$ cat config.mk
export PLATFORM = sky130hd
export DESIGN_NAME = prio_arbiter
export DESIGN_NICKNAME = d
export VERILOG_FILES = /design/src/rtl/prio_arbiter.sv
export SDC_FILE = /design/constraint.sdc
export NUM_CORES = 1
export LEC_CHECK = 0
export CORE_MARGIN = 4
export CORE_UTILIZATION = 50
export DETAILED_ROUTE_END_ITERATION = 7
export PLACE_DENSITY = 0.78
export REMOVE_ABC_BUFFERS = 1
export SLEW_MARGIN = 20
export SYNTH_ARGS = -nofsm -noshare
export SYNTH_HDL_FRONTEND = slang
export SYNTH_SLANG_ARGS = --single-unit
$ cat constraint.sdc
create_clock -name clk -period 4.8 [get_ports clk]
set_clock_uncertainty 0.2 [all_clocks]
set_input_delay 0.48 -clock clk [delete_from_list [all_inputs] [get_ports clk]]
set_output_delay 0.48 -clock clk [all_outputs]
set_load 0.005 [all_outputs]
$ cat src/rtl/prio_arbiter.sv
// prio_arbiter: latched request arbiter, fixed-priority or round-robin, with held grant and ack handshake
module prio_arbiter #(
    parameter  int N     = 8,
    localparam int IDX_W = $clog2(N)
) (
    input  logic             clk,
    input  logic             rst_n,
    input  logic [N-1:0]     req,
    input  logic             mode,
    input  logic             ack,
    output logic             grant_valid,
    output logic [IDX_W-1:0] grant_idx,
    output logic [N-1:0]     grant_onehot,
    output logic [IDX_W:0]   pend_cnt
);
    typedef enum logic {IDLE, GRANT} state_t;

    state_t           r_state;
    logic             r_valid;
    logic [N-1:0]     r_pend;
    logic [N-1:0]     r_onehot;
    logic [IDX_W-1:0] r_idx;
    logic [IDX_W-1:0] r_ptr;

    logic             w_ack;
    logic             w_load;
    logic             w_any;
    logic [N-1:0]     w_clr;
    logic [N-1:0]     w_cand;
    logic [IDX_W-1:0] w_base;
    logic [IDX_W-1:0] w_hi_idx;
    logic [IDX_W-1:0] w_rr_idx;
    logic [IDX_W-1:0] w_win;
    logic [IDX_W:0]   w_cnt;

    // The round-robin scan starts after the grant being acked this cycle, so a
    // streak of acks walks the ring without waiting for the pointer register.
    assign w_ack  = (r_state == GRANT) && ack;
    assign w_clr  = w_ack ? r_onehot : '0;
    assign w_cand = (r_pend & ~w_clr) | req;
    assign w_any  = |w_cand;
    assign w_base = w_ack ? r_idx : r_ptr;
    assign w_load = (r_state == IDLE) || w_ack;
    assign w_win  = mode ? w_rr_idx : w_hi_idx;

    // Fixed priority: the last set bit seen in an ascending scan is the highest index.
    always_comb begin
        w_hi_idx = '0;
        for (int i = 0; i < N; i++)
            if (w_cand[i]) w_hi_idx = IDX_W'(i);
    end

    // Round robin: scan offsets N..1 so the nearest candidate after w_base is written last.
    always_comb begin
        logic [IDX_W-1:0] j;
        w_rr_idx = '0;
        j        = '0;
        for (int k = N; k >= 1; k--) begin
            j = IDX_W'((int'(w_base) + k) % N);
            if (w_cand[j]) w_rr_idx = j;
        end
    end

    // Population count of the pending register.
    always_comb begin
        w_cnt = '0;
        for (int i = 0; i < N; i++)
            w_cnt = w_cnt + (IDX_W+1)'(r_pend[i]);
    end

    // Grant FSM with pending register and pointer; all grant outputs are registered here.
    always_ff @(posedge clk or negedge rst_n) begin
        if (!rst_n) begin
            r_state  <= IDLE;
            r_valid  <= 1'b0;
            r_pend   <= '0;
            r_onehot <= '0;
            r_idx    <= '0;
            r_ptr    <= IDX_W'(N - 1);
        end else begin
            r_pend <= w_cand;
            if (w_ack) r_ptr <= r_idx;
            if (w_load) begin
                if (w_any) begin
                    r_state  <= GRANT;
                    r_valid  <= 1'b1;
                    r_idx    <= w_win;
                    r_onehot <= N'(1) << w_win;
                end else begin
                    r_state  <= IDLE;
                    r_valid  <= 1'b0;
                    r_onehot <= '0;
                end
            end
        end
    end

    assign grant_valid  = r_valid;
    assign grant_idx    = r_idx;
    assign grant_onehot = r_onehot;
    assign pend_cnt     = w_cnt;
endmodule

# [Yosys cells after proc, flatten, opt, wreduce, memory -nomap -nowiden]
# Index checks and enable logic that the tools add are counted.
# Widths: inputs -> output; s select.
[totals] mem_count=0 ff_bits=23 out_inout_bits=16 mem_bits_ro=0 inputBits=12 elab_cells=73 ram_bits=0 latch_bits=0
[classes] magnitude_cmp=8 bitwise_logic=4 mul=0 n_shift=1 div_mod_pow=0 n_eq_ne=0 addsub=15 n_mux=36 n_reduce_logical=4
[ops] cell="$mux 3" n=14
[ops] cell="$lt 3x4->1 const B" n=8
[ops] cell="$bmux 1 s3" n=8
[ops] cell="$add 4x1->4" n=4
[ops] cell="$mux 8" n=2
[ops] cell="$add 3x3->3 const B" n=4
[ops] cell="$mux 1" n=10
[ops] cell="$and 8x8->8" n=1
[ops] cell="$not 8->8" n=1
[ops] cell="$or 8x8->8" n=1
[ops] cell="$reduce_or 8->1" n=1
[ops] cell="$shl 1x3->8 const A" n=1
[ops] cell="$add 3x1->3 const B" n=2
[ops] cell="$add 3x2->3 const B" n=2
[ops] cell="$add 3x1->4" n=1
[ops] cell="$mux 2" n=2
[ops] cell="$add 2x1->3" n=1
[ops] cell="$add 1x1->2" n=1
[ops] cell="$reduce_and 2->1" n=1
[ops] cell="$logic_and 1x1->1" n=1
[ops] cell="$logic_or 1x1->1" n=1
[ops] cell="$not 1->1" n=1

# [Logic depth before layout (Yosys ltp)]
# Gate-level depths: netlist (run 1).
[logic_depth] depth_word=18 ltp_mapped=14 mapped_depth_nobuf=11

# [Least setup slack after synthesis (run 1)]
# No wires, ideal clock.
[synth_path] path_type="input port to flip-flop" start="input ack" end="register r_onehot[4] (netlist: grant_onehot[4])" path_stages=14 path_slack_ns=0.666 required_time_ns=4.479 arrival_time_ns=3.813 cell_sequence="nand2_1 > mux2i_1 > buf_4 > buf_2 > ha_1 > clkbuf_8 > inv_1 > mux4_2 > o21bai_1 > mux4_2 > or4b_1 > nand4b_1 > nand2_2 > a22o_2"
[synth_between] elab_chain_cells=18 elab_cells_between_ends=50 classes_between="add/sub (8); shift (1); mux (35); bitwise (3); reduce/logical (3)"
[synth_rtl] element="start, declared" line_no="10" text="input logic ack,"
[synth_rtl] element="$logic_and 1x1->1 *" line_no="38" text="assign w_ack = (r_state == GRANT) && ack;"
[synth_rtl] element="parallel branches: the longest is 17 deep, another holds $add 3x1->3"
[synth_rtl] element="end signal, assigned" line_no="88" text="r_onehot <= N'(1) << w_win;"
[synth_rtl] element="end, declared" line_no="21" text="logic [N-1:0] r_onehot;"
# Every way passes the cells marked *. The select of a mux whose other input is x is not followed.
# A chain may end at the register's enable or synchronous reset.

# [Worst setup path after layout (run 1)]
[layout_path] start="input ack" end="register r_onehot[5] (netlist: grant_onehot[5])"
# The elaborated chain is that of the path after synthesis.

==> impl_results.md, run 1 <==
* Status: complete, but fails checks
* Failing checks: negative hold slack
* Diode count at 0
* Total I/O pin count at 28
* Hold buffer count at cts at 0
* Non-Filler Instances at 324
* Ys Warns at 0
* Leak Pwr at 1.06 nW
* # clock sinks at 23
* Mean Syn Cell Area at 9.82 sq um
* Post-cts sizing count at 0
* Fill cells at 382
* Drt drc at 0
* DRT iter0 DRCs at around 150
* Die area at 0.00568 sq mm
* Row count at 24
* Max-slew violations at 0
* Max_cap viols at 0
* H-tree Lvls at 1
* Pre-CTS setup slack at 206 ps
* Slew headroom at 0.438
* Final net count at 294
* RSZ-0062 raised after global routing: no
* Pin count of the biggest net entering global routing at 24
* Final GP Congestion at between 1 and 1.5
* Synth Register Bits at 23
* Worst Slack Setup Final at 462 ps
* Routed WL at ~6700 um
* CP max FO at 8
* Cts bufs inserted at 3
* CP Data Arrival Time at ~4300 ps
* Synth Instances at 231
* # Post-CTS Setup Buffers at 0
* Peak Freq at around 230 MHz
* Final setup viols at 0
* Slew @ Worst Pin at 822 ps
* Vias in the first global route at 2079
* Placed cell count at 320
* Initial Utilization at 0.517
* Synth cell types at 65
* Type of origin of the critical path: input pin
* Skew-Pair Late Insertion Delay at 260 ps
* Final Hold Vio Count at 20
* Ys flop type: dfrtp_1
* DR pass1 iterations at 5
* Port Buffers at 27
* Clock Tree Buf Depth at 2
* Detail Route Antenna Nets at 0
* Die Y-Extent at ~75 um
* Worst setup EP type: register
* Final core occ at 0.621
* Classification of the worst setup path: in -> reg
* Most frequent cells after synthesis: inv_1 (24), dfrtp_1 (20), a21oi_1 (15)
* DR vias/cell at approximately 6.6
* Initial antenna violation count at 0
* Via Count at 2127
* Synth async-reset ratio at 1.00
* First-pass GRT wire length at 10600 um
* DIE WIDTH at 75.4 um
* Core Area at 0.00438 sq mm
* Post-DP HPWL at between 5000 and 6000 um
* Hold WS at -26.0 ps
* Layout cell share with drive strength beyond 1 at 0.202
* Mapped Area at around 0.0023 sq mm
* Crit path required time at approximately 4800 ps
* P&R area growth vs syn at 20.0%
* Number of flops mapped to enable cells by yosys at 0
* Count leader, synth: inv_1
* Total global-route track usage at 0.250
* TritonCTS clock tree: done
* VDD IR-drop max at 373 uV
* Routed WL per cell at ~21 um
* Yosys top cell area share at 0.221
* Overflow after GRT at 0
* Synth top area cells: dfrtp_1 (22%), mux4_2 (6.9%), mux2i_1 (6.2%)
* Worst-path clk slew at 80 ps
* Total power at 1.67 mW
* Post-layout minimum cycle time at 4340 ps
* CTS root buf: clkbuf_8
* Min-delay worst type: in -> async
* Largest area contributor in the netlist: dfrtp_1
* Final worst-path cycle share at 0.904
* Register area share after synthesis at 0.255
* Power Density at 612 mW/mm^2
cell type report:
type                       instances  area [sq um]  area share
sequential                        23           579       0.213
inverter                          26           103      0.0377
multi-input combinational        174          1530       0.562
clock buffer                       3          41.3      0.0152
timing repair buffer              45           400       0.147
clock inverter                     1          5.00     0.00184
tap                               52          65.1      0.0239
final timing paths:
| path | from | endpoint | slack, ps | cells after the start |
|---|---|---|---|---|
| worst min-delay path | rst_n | grant_valid$_DFFE_PN0N_ | -30 | 1 |
| worst max-delay path | ack | grant_onehot[5]$_DFFE_PN0N_ | 460 | 12 |
| max in group asynchronous | rst_n | r_ptr[0]$_DFF_PN1_ | 4060 | 1 |
| worst min register to register | grant_onehot[0]$_DFFE_PN0N_ | grant_onehot[0]$_DFFE_PN0N_ | 340 | 2 |
| min in group clk | grant_onehot[0]$_DFFE_PN0N_ | grant_onehot[0]$_DFFE_PN0N_ | 340 | 2 |
| worst max register to register | grant_valid$_DFFE_PN0N_ | grant_onehot[5]$_DFFE_PN0N_ | 610 | 11 |
placed cells by master (no fill, tap or decap), types with 4 or more instances in the layout:
cell,instances
mux4_1,5
a211oi_1,8
buf_4,18
nor2_1,8
nand2_1,12
a21oi_1,15
dfrtp_1,20
inv_1,24
mux4_2,7
o21ai_0,9
nand3_1,14
clkdlybuf4s50_1,26
fa_1,4
a2111oi_0,8
mux2i_1,13
xnor2_1,5
ha_1,5
per-stage QoR:
stage,setup TNS (ps),area [sq um]
after floorplan,-2060,2210
after global placement,0,2680
after detailed placement,0,2680
after CTS,0,2730
after global routing,0,2720
final,0,2720
where the power goes:
part           internal [mW]  switching (mW)  total, mW
clock                 0.0580          0.0620      0.120
sequential             0.261          0.0631      0.324
combinational          0.588           0.635       1.22
kinds of logic (layout without fill, tap and decap cells):
| group | Yosys count | in the layout | share of synthesized area |
|---|---|---|---|
| mux | 29 | 29 | 0.205 |
| buf+inv | 34 | 75 | 0.0723 |
| flops | 23 | 23 | 0.255 |
| compound gates | 68 | 68 | 0.219 |
| fa+ha+maj | 9 | 9 | 0.0629 |
| xor+xnor | 7 | 7 | 0.0270 |
| simple gates | 61 | 61 | 0.158 |
worst max-delay path, cell delays in order:
cell and delay (ps):
clkdlybuf4s50_1 630, nand2_1 200, mux2i_2 440, ha_1 330
inv_1 170, mux4_2 380, o21bai_1 200, mux4_2 500
or4b_1 500, nand4b_1 130, nand2_2 110, a22o_2 230
metal layers:
| layer | global-route usage | wire, um | part of all wire | up-vias |
|---|---|---|---|---|
| li1 | - | - | - | 970 |
| met1 | 0.341 | 2870 | 0.43 | 1020 |
| met2 | 0.401 | 3040 | 0.46 | 119 |
| met3 | 0.0541 | 568 | 0.085 | 18 |
| met4 | 0.0718 | 168 | 0.025 | 0 |
| met5 | 0 | 0 | 0 | - |
state kept, by name, indices dropped and copies added (netlist names):
register and flops:
grant_idx 3, grant_onehot 8, r_pend 8, grant_valid 1, r_ptr 3
Note: power is estimated with default switching activity, not from simulation.
==> inputs of run 2 (changes only) <==
Settings changed: CORE_MARGIN 4 to 3, PLACE_DENSITY 0.78 to 0.81.
Clock period 4.8 ns to 3.6 ns, I/O delays scaled along.
==> impl_results.md, run 2 (synthesis results as in run 1) <==
* Vias in the first global route at 2358 (+13%)
* Min-delay worst type: reg -> reg
* Final setup viols at 2 (+2)
* Final Hold Vio Count at 0 (-100%)
* Port Buffers at 27 (unchanged)
* Pin count of the biggest net entering global routing at 24 (unchanged)
* Skew-Pair Late Insertion Delay at 270 ps (about the same)
* Cts bufs inserted at 3 (unchanged)
* DR pass1 iterations at 5 (unchanged)
* Power Density at 808 mW/mm^2 (+32%)
* Status: complete, but fails checks
* DIE WIDTH at 73.4 um (-2.7%)
* Slew headroom at 0.571 (+0.133)
* DRT iter0 DRCs at 257 (+70%)
* CTS root buf: clkbuf_8
* Row count at 23 (-4.2%)
* Final worst-path cycle share at 1.04
* Hold_sp: grant_onehot[0]$_DFFE_PN0N_
* Final core occ at 0.780 (+0.159)
* Sequential cell area at 581 sq um (+0.22%)
* Reg2reg start: grant_valid$_DFFE_PN0N_
* Initial antenna violation count at 0 (unchanged)
* Final GP Congestion at 0.951 (-7.4%)
* R2R Setup Slk at 40 ps (-570 ps)
* Slew @ Worst Pin at 627 ps (-194 ps)
* Routed WL at 7920 um (+19%)
* Post-layout minimum cycle time at 3730 ps
* Overflow after GRT at 0 (unchanged)
* # clock sinks at 23 (unchanged)
* Worst-path clk slew at 90 ps (about the same)
* CP Data Arrival Time at 3170 ps (-1130 ps)
* Type of origin of the critical path: register
* Crit path required time at 3040 ps (-1720 ps)
* Worst Slack Setup Final at -127 ps (-590 ps)
* First-pass GRT wire length at 12000 um (+13%)
* Worst setup EP type: primary output
* Post-DP HPWL at 5880 um (+10%)
* Diode count at 0 (unchanged)
* Via Count at 2482 (+17%)
* H-tree Lvls at 1 (unchanged)
* TritonCTS clock tree: done
* Total global-route track usage at 0.291 (+0.0414)
* Failing checks: negative setup slack
* Peak Freq at roughly 270 MHz
* Initial Utilization at 0.544 (+0.0262)
* Layout cell share with drive strength beyond 1 at 0.401 (+0.199)
* Die Y-Extent at 73.4 um (-2.7%)
* Leak Pwr at 1.36 nW (+28%)
* Hold WS at 367 ps (+393 ps)
* Routed WL per cell at 20.9 um (+1.9%)
* RSZ-0062 raised after global routing: yes
* Placed inst area at 0.00308 sq mm (+15%)
* DR vias/cell at 6.55 (-0.24%)
* Clock Tree Buf Depth at 2 (unchanged)
* R2r endpoint: grant_onehot[4]$_DFFE_PN0N_
* Max-slew violations at 0 (unchanged)
* Worst Reg-to-Reg Cells at 11 (unchanged)
* Commonest non-fill, non-tap cells in the layout: buf_4 (73), inv_1 (22), clkdlybuf4s50_1 (21)
* Fill cells at 248 (-35%)
* Final net count at 351 (+19%)
* VDD IR-drop max at 654 uV (+76%)
* Detail Route Antenna Nets at 0 (unchanged)
* Drt drc at 0 (unchanged)
* Commonest non-fill, non-tap cell in the layout: buf_4
* Total I/O pin count at 28 (unchanged)
* Setup_tns at -190 ps (-190 ps)
* Layout Cell Area excl Fill at 0.00325 sq mm (+20%)
* Core Area at 0.00417 sq mm (-4.8%)
* Classification of the worst setup path: reg -> out
* CP max FO at 2 (-6)
* Max_cap viols at 0 (unchanged)
* Hold path endpoint: grant_onehot[0]$_DFFE_PN0N_
* WHS Path Cells at 2
* Die area at 0.00538 sq mm (-5.2%)
* Multi-input combinational cell area at 0.00164 sq mm (+7.1%)
* P&R area growth vs syn at 43.5%
-- run 2: changes by cell type in the layout (fill, tap and decap cells not counted), moves of 2 or more --
cell             previous run  this run
a211oi_1                    8         6
xnor2_1                     5         3
a211oi_2                    0         2
a2111oi_2                   0         2
clkdlybuf4s50_1            26        21
a2111oi_0                   8         4
inv_2                       1         3
xnor2_2                     0         2
buf_4                      18        73
buf_6                       0         2
nor3b_1                     3         1
inv_1                      24        22
-- run 2: final cells by class --
cell class                 instances  share of cell area
multi-input combinational        174               0.503
timing repair buffer             102               0.253
sequential                        23               0.178
inverter                          26              0.0315
tap                               50              0.0192
clock buffer                       3              0.0127
clock inverter                     1             0.00154
-- run 2: how the worst max path moves through the flow --
| stage | from | to | slack, ps | depth (start not counted) |
|---|---|---|---|---|
| 6_report | r_pend[1]$_DFF_PN0_ | pend_cnt[1] | -130 | 10 |
| 5_1_grt | r_pend[1]$_DFF_PN0_ | pend_cnt[1] | -200 | 10 |
| 4_1_cts | r_pend[1]$_DFF_PN0_ | pend_cnt[1] | -130 | 10 |
| 3_5_place_dp | ack | grant_onehot[4]$_DFFE_PN0N_ | -520 | 14 |
| 3_3_place_gp | ack | grant_onehot[4]$_DFFE_PN0N_ | -480 | 14 |
| 2_1_floorplan | grant_valid$_DFFE_PN0N_ | grant_onehot[4]$_DFFE_PN0N_ | -1510 | 11 |
-- run 2: power by group --
group | internal, mW | switching, mW | leakage [nW] | total [mW]
Sequential | 0.348 | 0.102 | 0.252 | 0.449
Clock | 0.0774 | 0.0885 | 0.0255 | 0.166
Combinational | 1.03 | 0.981 | 1.08 | 2.01
Total | 1.46 | 1.17 | 1.36 | 2.63
-- run 2: per-stage QoR --
stage | cells | power, mW | setup WS (ps)
3_5_place_dp | 372 | 2.30 | -519
6_report | 379 | 2.63 | -127
4_1_cts | 378 | 2.48 | -127
3_3_place_gp | 372 | 2.26 | -483
2_1_floorplan | 223 | 1.39 | -1510
5_1_grt | 379 | 2.77 | -202
-- run 2: worst max-delay path: stages (launching register included) --
cell	delay [ps]
dfrtp_1	410
fa_1	530
inv_1	50
fa_1	520
fa_1	430
inv_1	70
ha_2	180
inv_2	40
fa_2	530
inv_2	40
buf_6	100
-- run 2: timing repair --
item	4_1_cts	5_1_grt
hold buffers	0	1
pin swaps	5	3
endpoints found under the setup margin	13	13
gates cloned	0	0
setup buffers	2	0
resized for setup	21	23
endpoints found under the hold margin	0	20
-- run 2: layer usage --
metal  part of all wire  vias to the layer above  routed length [um]  track usage
met5                  0                        -                   0            0
met4              0.050                        0                 393        0.123
met3              0.084                       42                 662       0.0575
met2               0.48                      170                3770        0.457
met1               0.39                     1184                3100        0.394
li1                   -                     1086                   -            -
==> inputs of run 3 (changes only) <==
Settings changed: TNS_END_PERCENT set to 20.
==> impl_results.md, run 3 (synthesis results as in run 1) <==
* Status: complete, but fails checks
* Failing checks: negative setup slack
* Worst Slack Setup Final at -133 ps (-5.53 ps)
* Cts bufs inserted at 3 (unchanged)
* TritonCTS clock tree: done
* DR pass1 iterations at 4 (-1)
* Vias in the first global route at 2365 (+0.30%)
* Type of origin of the critical path: register
* Routed WL per cell at 20.3 um (-2.8%)
* Switching pwr at 1.15 mW (-2.2%)
* Max_cap viols at 0 (unchanged)
* Final setup viols at 4 (+2)
* Worst path max stage delay at 530 ps (about the same)
* Initial Utilization at 0.544 (unchanged)
* Commonest non-fill, non-tap cell in the layout: buf_4
* Total I/O pin count at 28 (unchanged)
* CTS root buf: clkbuf_8
* Switching Fraction at 0.441 (-0.00464)
* Min-delay worst type: reg -> reg
* Total global-route track usage at 0.291 (unchanged)
* RSZ-0062 raised after global routing: yes
* P&R area growth vs syn at 41.4%
* Setup_tns at -255 ps (-65.3 ps)
* Final worst-path cycle share at 1.04 (+0.00154)
* Max-slew violations at 0 (unchanged)
* DRT iter0 DRCs at 251 (-2.3%)
* Top cell by count, worst path: fa_1
* Post-DP HPWL at 5880 um (unchanged)
* Crit-path slowest cell: fa_1
* Leak Pwr at 1.35 nW (-0.62%)
* Final GP Congestion at 0.951 (unchanged)
* Clock Tree Buf Depth at 2 (unchanged)
* CP max FO at 2 (unchanged)
* Crit-path cells: fa_1, inv_1, fa_1, fa_1, inv_1, ha_2, inv_2, fa_2, inv_2, buf_6
* Peak Freq at 268 MHz (-0.15%)
* Worst setup EP type: primary output
* Pin count of the biggest net entering global routing at 24 (unchanged)
* Crit path required time at 3040 ps (about the same)
* VDD IR-drop max at 652 uV (-0.35%)
* Worst-path clk slew at 90 ps (about the same)
* DR vias/cell at 6.39 (-2.4%)
* Layout Cell Area excl Fill at 0.00321 sq mm (-1.4%)
* Initial antenna violation count at 0 (unchanged)
* Die area at 0.00538 sq mm (unchanged)
* Power Density at 810 mW/mm^2 (+0.25%)
* Hold WS at 363 ps (-3.16 ps)
* First-pass GRT wire length at 12000 um (about the same)
* Row count at 23 (unchanged)
* Layout cell share with drive strength beyond 1 at 0.392 (-0.00912)
* Overflow after GRT at 0 (unchanged)
* Slew headroom at 0.527 (-0.0442)
* Commonest non-fill, non-tap cells in the layout: buf_4 (74), inv_1 (22), clkdlybuf4s50_1 (21)
* Final net count at 351 (unchanged)
* Die Y-Extent at 73.4 um (unchanged)
* Drt drc at 0 (unchanged)
* Diode count at 0 (unchanged)
* Core Area at 0.00417 sq mm (unchanged)
* Port Buffers at 27 (unchanged)
* Clock share of power at 0.064 (about the same)
* CP Data Arrival Time at 3170 ps (about the same)
* Slew @ Worst Pin at 692 ps (+64.7 ps)
* Final Hold Vio Count at 0 (unchanged)
* Post-layout minimum cycle time at 3730 ps (+5.53 ps)
* Placed inst area at 0.00308 sq mm (unchanged)
* Combinational Power Share at 0.764 (-0.002)
* Power share of the sequential group at 0.173 (+0.002)
* Cell-internal power at 1.45 mW (-0.35%)
* Classification of the worst setup path: reg -> out
* Routed WL at 7700 um (-2.8%)
* Skew-Pair Late Insertion Delay at 270 ps (about the same)
* Detail Route Antenna Nets at 0 (unchanged)
* H-tree Lvls at 1 (unchanged)
* Via Count at 2422 (-2.4%)
* R2R Setup Slk at -40 ps (-80 ps)
* DIE WIDTH at 73.4 um (unchanged)
* # clock sinks at 23 (unchanged)
-- run 3: final timing paths --
path / startpoint / end / cells after the start
setup reg to reg: grant_valid$_DFFE_PN0N_ / grant_onehot[4]$_DFFE_PN0N_ / 11
hold / removal: grant_onehot[0]$_DFFE_PN0N_ / grant_onehot[0]$_DFFE_PN0N_ / 2
max in group asynchronous: rst_n / grant_valid$_DFFE_PN0N_ / 2
hold reg to reg: grant_onehot[0]$_DFFE_PN0N_ / grant_onehot[0]$_DFFE_PN0N_ / 2
setup / recovery: r_pend[1]$_DFF_PN0_ / pend_cnt[1] / 10
min in group asynchronous: rst_n / r_pend[1]$_DFF_PN0_ / 2
-- run 3: worst max-delay path, delay by kind of cell (launching register included) --
family,cells,cell delay [ps]
adder cells (fa/ha/maj),5,2190
flip-flops,1,410
buffers and inverters,5,300
-- run 3: final cells by class --
cell class,count,area [sq um]
repair buffers,102,820
well taps,50,62.6
clock inverters,1,5.00
inverters,26,103
fillers,266,965
clock buffers,3,41.3
multi-input cells,174,1600
flip-flops and latches,23,581
-- run 3: through the flow --
| step | setup slack, ps | util | std cells | power [mW] |
|---|---|---|---|---|
| CTS | -127 | 0.757 | 378 | 2.48 |
| global route | -210 | 0.769 | 379 | 2.75 |
| finish | -133 | 0.769 | 379 | 2.60 |
| global placement | -483 | 0.739 | 372 | 2.26 |
| detailed placement | -519 | 0.739 | 372 | 2.30 |
| floorplan | -1510 | - | 223 | 1.39 |
-- run 3: what timing repair did --
action / 4_1_cts / 5_1_grt
hold buffers: 0 / 1
resized for setup: 24 / 11
buffers inserted: 2 / 0
endpoints found under the hold margin: 0 / 20
setup endpoints to repair: 13 / 12
pin swaps: 5 / 2
-- run 3: routing by layer --
metal | track usage | vias up | share of wire
met1 | 0.392 | 1170 | 0.41
met5 | 0 | - | 0
met3 | 0.0575 | 28 | 0.079
met4 | 0.123 | 0 | 0.033
li1 | - | 1087 | -
met2 | 0.459 | 137 | 0.48
-- run 3: power by group through the flow --
stage,logic [mW],registers (mW),clock network [mW]
after floorplan,0.973,0.415,0
after global placement,1.82,0.435,0
after detailed placement,1.86,0.440,0
after CTS,1.88,0.437,0.165
after global routing,2.12,0.453,0.175
final,1.98,0.449,0.166
